<file path="src/rtl/univ_shift_reg.sv">
// Parametrised N-bit universal shift register with shift/rotate modes and an
// autonomous LSB-first serialize burst guarded by a busy/done handshake.
module univ_shift_reg #(
    parameter int unsigned N = 8,
    localparam int unsigned AW = $clog2(N)
) (
    input  logic          clk,
    input  logic          rst,
    input  logic          en,
    input  logic [2:0]    mode,
    input  logic [AW-1:0] amt,
    input  logic [N-1:0]  pi,
    input  logic          sin_l,
    input  logic          sin_r,
    input  logic          start,
    output logic [N-1:0]  po,
    output logic          sout,
    output logic          busy,
    output logic          done
);

    localparam int unsigned CW = $clog2(N + 1);

    localparam logic [0:0] IDLE = 1'b0;
    localparam logic [0:0] SEND = 1'b1;

    logic [0:0]    state_q, state_d;
    logic [N-1:0]  po_q, po_d;
    logic [CW-1:0] cnt_q, cnt_d;
    logic          busy_q, busy_d;
    logic          done_q, done_d;

    logic [AW-1:0] amt_k;
    logic [N-1:0]  ones;
    logic [N-1:0]  shr_res;
    logic [N-1:0]  shl_res;
    logic [N-1:0]  ror_res;
    logic [N-1:0]  rol_res;
    logic [N-1:0]  sra_res;

    // Only non-power-of-2 widths can present an out-of-range amount.
    if (2 ** AW == N) begin : g_amt_pow2
        assign amt_k = amt;
    end else begin : g_amt_clamp
        assign amt_k = (amt > AW'(N - 1)) ? AW'(N - 1) : amt;
    end

    // Vacated positions are masked from an all-ones vector shifted the same way.
    assign ones    = {N{1'b1}};
    assign shr_res = (po_q >> amt_k) | ({N{sin_l}} & ~(ones >> amt_k));
    assign shl_res = (po_q << amt_k) | ({N{sin_r}} & ~(ones << amt_k));
    assign sra_res = (po_q >> amt_k) | ({N{po_q[N-1]}} & ~(ones >> amt_k));
    assign ror_res = (po_q >> amt_k) | (po_q << (N - 32'(amt_k)));
    assign rol_res = (po_q << amt_k) | (po_q >> (N - 32'(amt_k)));

    always_ff @(posedge clk or posedge rst) begin
        if (rst) begin
            state_q <= IDLE;
            po_q    <= '0;
            cnt_q   <= '0;
            busy_q  <= 1'b0;
            done_q  <= 1'b0;
        end else begin
            state_q <= state_d;
            po_q    <= po_d;
            cnt_q   <= cnt_d;
            busy_q  <= busy_d;
            done_q  <= done_d;
        end
    end

    always_comb begin
        state_d = state_q;
        po_d    = po_q;
        cnt_d   = cnt_q;
        busy_d  = busy_q;
        done_d  = done_q;
        if (en) begin
            case (state_q)
                IDLE: begin
                    done_d = 1'b0;
                    if (start) begin
                        po_d    = pi;
                        cnt_d   = CW'(N);
                        busy_d  = 1'b1;
                        state_d = SEND;
                    end else begin
                        case (mode)
                            3'b001:  po_d = shr_res;
                            3'b010:  po_d = shl_res;
                            3'b011:  po_d = ror_res;
                            3'b100:  po_d = rol_res;
                            3'b101:  po_d = sra_res;
                            3'b110:  po_d = pi;
                            default: po_d = po_q;
                        endcase
                    end
                end
                SEND: begin
                    po_d  = {sin_l, po_q[N-1:1]};
                    cnt_d = cnt_q - CW'(1);
                    if (cnt_q == CW'(1)) begin
                        busy_d  = 1'b0;
                        done_d  = 1'b1;
                        state_d = IDLE;
                    end
                end
                default: state_d = IDLE;
            endcase
        end
    end

    assign po   = po_q;
    assign sout = po_q[0];
    assign busy = busy_q;
    assign done = done_q;

endmodule

</file>
<file path="config.mk">
export PLATFORM = sky130hd
export DESIGN_NAME = univ_shift_reg
export DESIGN_NICKNAME = d
export VERILOG_FILES = /design/src/rtl/univ_shift_reg.sv
export SDC_FILE = /design/constraint.sdc
export NUM_CORES = 1
export LEC_CHECK = 0
export BUFFER_PORTS_ARGS = -buffer_cell sky130_fd_sc_hd__buf_2
export CORE_MARGIN = 2
export CORE_UTILIZATION = 25
export DETAILED_ROUTE_END_ITERATION = 7
export MAX_ROUTING_LAYER = met4
export SKIP_CTS_REPAIR_TIMING = 1
export SYNTH_ARGS = -nofsm -noshare
export SYNTH_HDL_FRONTEND = slang
export SYNTH_SLANG_ARGS = --single-unit
</file>
<file path="constraint.sdc">
create_clock -name clk -period 5 [get_ports clk]
set_clock_uncertainty 0.05 [all_clocks]
set_input_delay 0.75 -clock clk [delete_from_list [all_inputs] [get_ports clk]]
set_output_delay 0.75 -clock clk [all_outputs]
set_load 0.01 [all_outputs]
</file>
==> flow_summary.toml <==
[setup_path]
crit_slowest_cell = "ha_1"
worst-setup-path-type = "input pin to flop"
critical-path-max-stage-delay_ns = 0.82
critPathRequiredTime_ns = 5.10
crit_chain = "buf_2 -> inv_1 -> ha_1 -> mux2i_1 -> o22a_1 -> a2111oi_0 -> a211oi_1 -> o41ai_2"
worst_ep_arrival_time_ns = 3.64
cp_max_fo = 34
cp-end-kind = "flop"
critPathLaunchType = "input pin"

[sta]
tightestPinTransition_ns = 0.759
holdWs_ns = 0.480
max-slew-margin-rel_pct = 49.3
fmax_mhz = 283
setup_violations = 0
maxSlewViolCount = 0
finalCritPeriodShare_pct = 70.8
grt_setup_unrepaired = "false"
min_period_ns = 3.54
tns_ns = 0
final_hold_viol_count = 0
layout_setup_ws_ns = 1.46

[place]
dp.cells = 401
hpwl_mm = 5.45
place_area_mm2 = 0.00244
port_buffers = 30
pre_cts_ws_ns = 1.26
gp_congestion = 0.993

[detailed_routing]
top_layer = "met4"
drc = 0
antenna_violating_nets_post_route = 0
met3_length_um = 569
drt_iter0_markers = 330
drt-pass1-iter-count = 5
routed_wl_mm = 7.51
vias = 2394
met1_length_mm = 3.20
routed-wl-met2_mm = 3.48
viasPerCell = 5.91
routedWlPerCell_um = 18.5

[power_and_ir_drop]
p_leak_nw = 1.02
p_total_mw = 1.03
p_per_area_mw_per_mm2 = 414
ir_drop_mv = 0.111

[finish]
finish.instance_area_mm2 = 0.00249
layout.cells.most_common = "buf_2"
fin_util_pct = 27.2
nNetsFinal = 321
layout-drive-gt1-share_pct = 18.0
layout_common_cells = "buf_2 (30), nand2_1 (29), o21ai_0 (28)"
syn2layout_area_growth_pct = 6.82
stdcell_count = 405
antenna_cells = 0

[synthesis]
synth_ff_type = "dfrtp_1"
ys_types = 58
synth_top_area_cell = "dfrtp_1"
syn_inst = 292
synth_edf_count = 0
ys_seq_area_share_pct = 16.1
synth.top_cell.area_share_pct = 16.1
syn_area_mm2 = 0.00233
synth_seq_cells = 15
async_flop_share_pct = 100
synth.net_count = 318
avgSynthCellArea_um2 = 7.98
synth_area_leaders = "dfrtp_1 (16%), mux4_2 (11%), mux2i_1 (8.6%)"
ys_warn_count = 0

[cts]
root_buffer = "clkbuf_8"
clkSinkCount = 15
cts_tree = "yes"
clk_pin_slew_ns = 0.06
cts_buffer_depth = 2
ctsHtreeMaxLevel = 1
clk_latency_ns = 0.25
cts_buffers = 3

[status]
status = "finished, final reports clean"

[die]
core_mm2 = 0.00915
die_w_um = 101
dieArea_mm2 = 0.0101
start_util_pct = 25.5
fp-row-count = 35
fp.dieH_um = 101
top_level_ports = 31

[global_route]
globalRouteOverflowTotal = 0
track_usage_pct = 15.1
grt_antenna_before_repair = 0
grt_pass1_wl_mm = 11.7
grt_max_degree = 35
grt_pass1_vias = 2143

[worst_hold_path]
hp-class = "flop to flop"

[run]
drv_cap = 0
## path summary, 6_finish.rpt
path                                      start                   end  slack (ns)  cells after the start
max in group asynchronous                   rst  cnt_q[3]$_DFFE_PP0P_        4.01                      2
min reg2reg                cnt_q[1]$_DFFE_PP0P_  cnt_q[1]$_DFFE_PP0P_        0.48                      2
min                        cnt_q[1]$_DFFE_PP0P_  cnt_q[1]$_DFFE_PP0P_        0.48                      2
max reg2reg                   po[7]$_DFFE_PP0P_     po[4]$_DFFE_PP0P_        2.74                      5
min in group asynchronous                   rst     po[2]$_DFFE_PP0P_        0.50                      2
max                                      amt[0]     po[6]$_DFFE_PP0P_        1.46                      8
## cells by family (layout without fill, tap and decap cells)
family | count (synthesis) | after routing | share of synthesized area, %
compound gates | 91 | 91 | 26.5
xor+xnor | 1 | 1 | 0.376
fa+ha+maj | 6 | 6 | 3.22
buf+inv | 44 | 46 | 9.45
flops | 15 | 15 | 16.1
mux | 40 | 40 | 24.4
simple gates | 95 | 95 | 20.0
## registers in the layout (all words and copies together), names as in the netlist
| signal | cells |
|---|---|
| busy | 1 |
| cnt_q | 4 |
| done | 1 |
| po | 8 |
| state_q | 1 |
## synthesized netlist by cell type, drive strengths merged, types with 2 or more instances
cell type,number
mux2i,20
a31oi,7
a21oi,13
dfrtp,15
a32oi,3
mux4,12
and3,4
a211oi,7
o22ai,2
o21ai,29
nor2,20
a2111oi,4
o32ai,5
mux2,8
ha,6
a22o,2
a2bb2oi,3
o211ai,2
nand2b,2
nor3,8
a32o,2
inv,11
nor2b,10
a22oi,2
and3b,2
and2,4
nand3,6
or2,2
nand2,29
o41ai,2
nand4,3
clkbuf,13
buf,19
## per-layer routing
| metal | global-route usage, % | vias to the layer above |
|---|---|---|
| met5 | - | - |
| li1 | - | 1115 |
| met1 | 19.9 | 1133 |
| met4 | 6.64 | 0 |
| met3 | 1.32 | 22 |
| met2 | 23.5 | 124 |
## final cells by class
cell class / instances / area (µm²)
Clock buffer: 4 / 45.0
Fill cell: 990 / 6660
Timing Repair Buffer: 30 / 150
Multi-Input combinational cell: 233 / 1740
Inverter: 12 / 45.0
Tap cell: 111 / 139
Sequential cell: 15 / 375
## where the power goes
part	total, mW	internal, mW	switching (mW)
Clock	0.100	0.0564	0.0438
Combinational	0.583	0.287	0.296
Sequential	0.348	0.174	0.174
## critical path: cells and delay by family
kind | cells | cell delay [ns]
AOI/OAI and AO/OA | 4 | 1.05
adders and majority gates | 1 | 0.82
buffers and inverters | 2 | 0.78
muxes | 1 | 0.22
No activity file was read; power rests on OpenSTA's default activity.
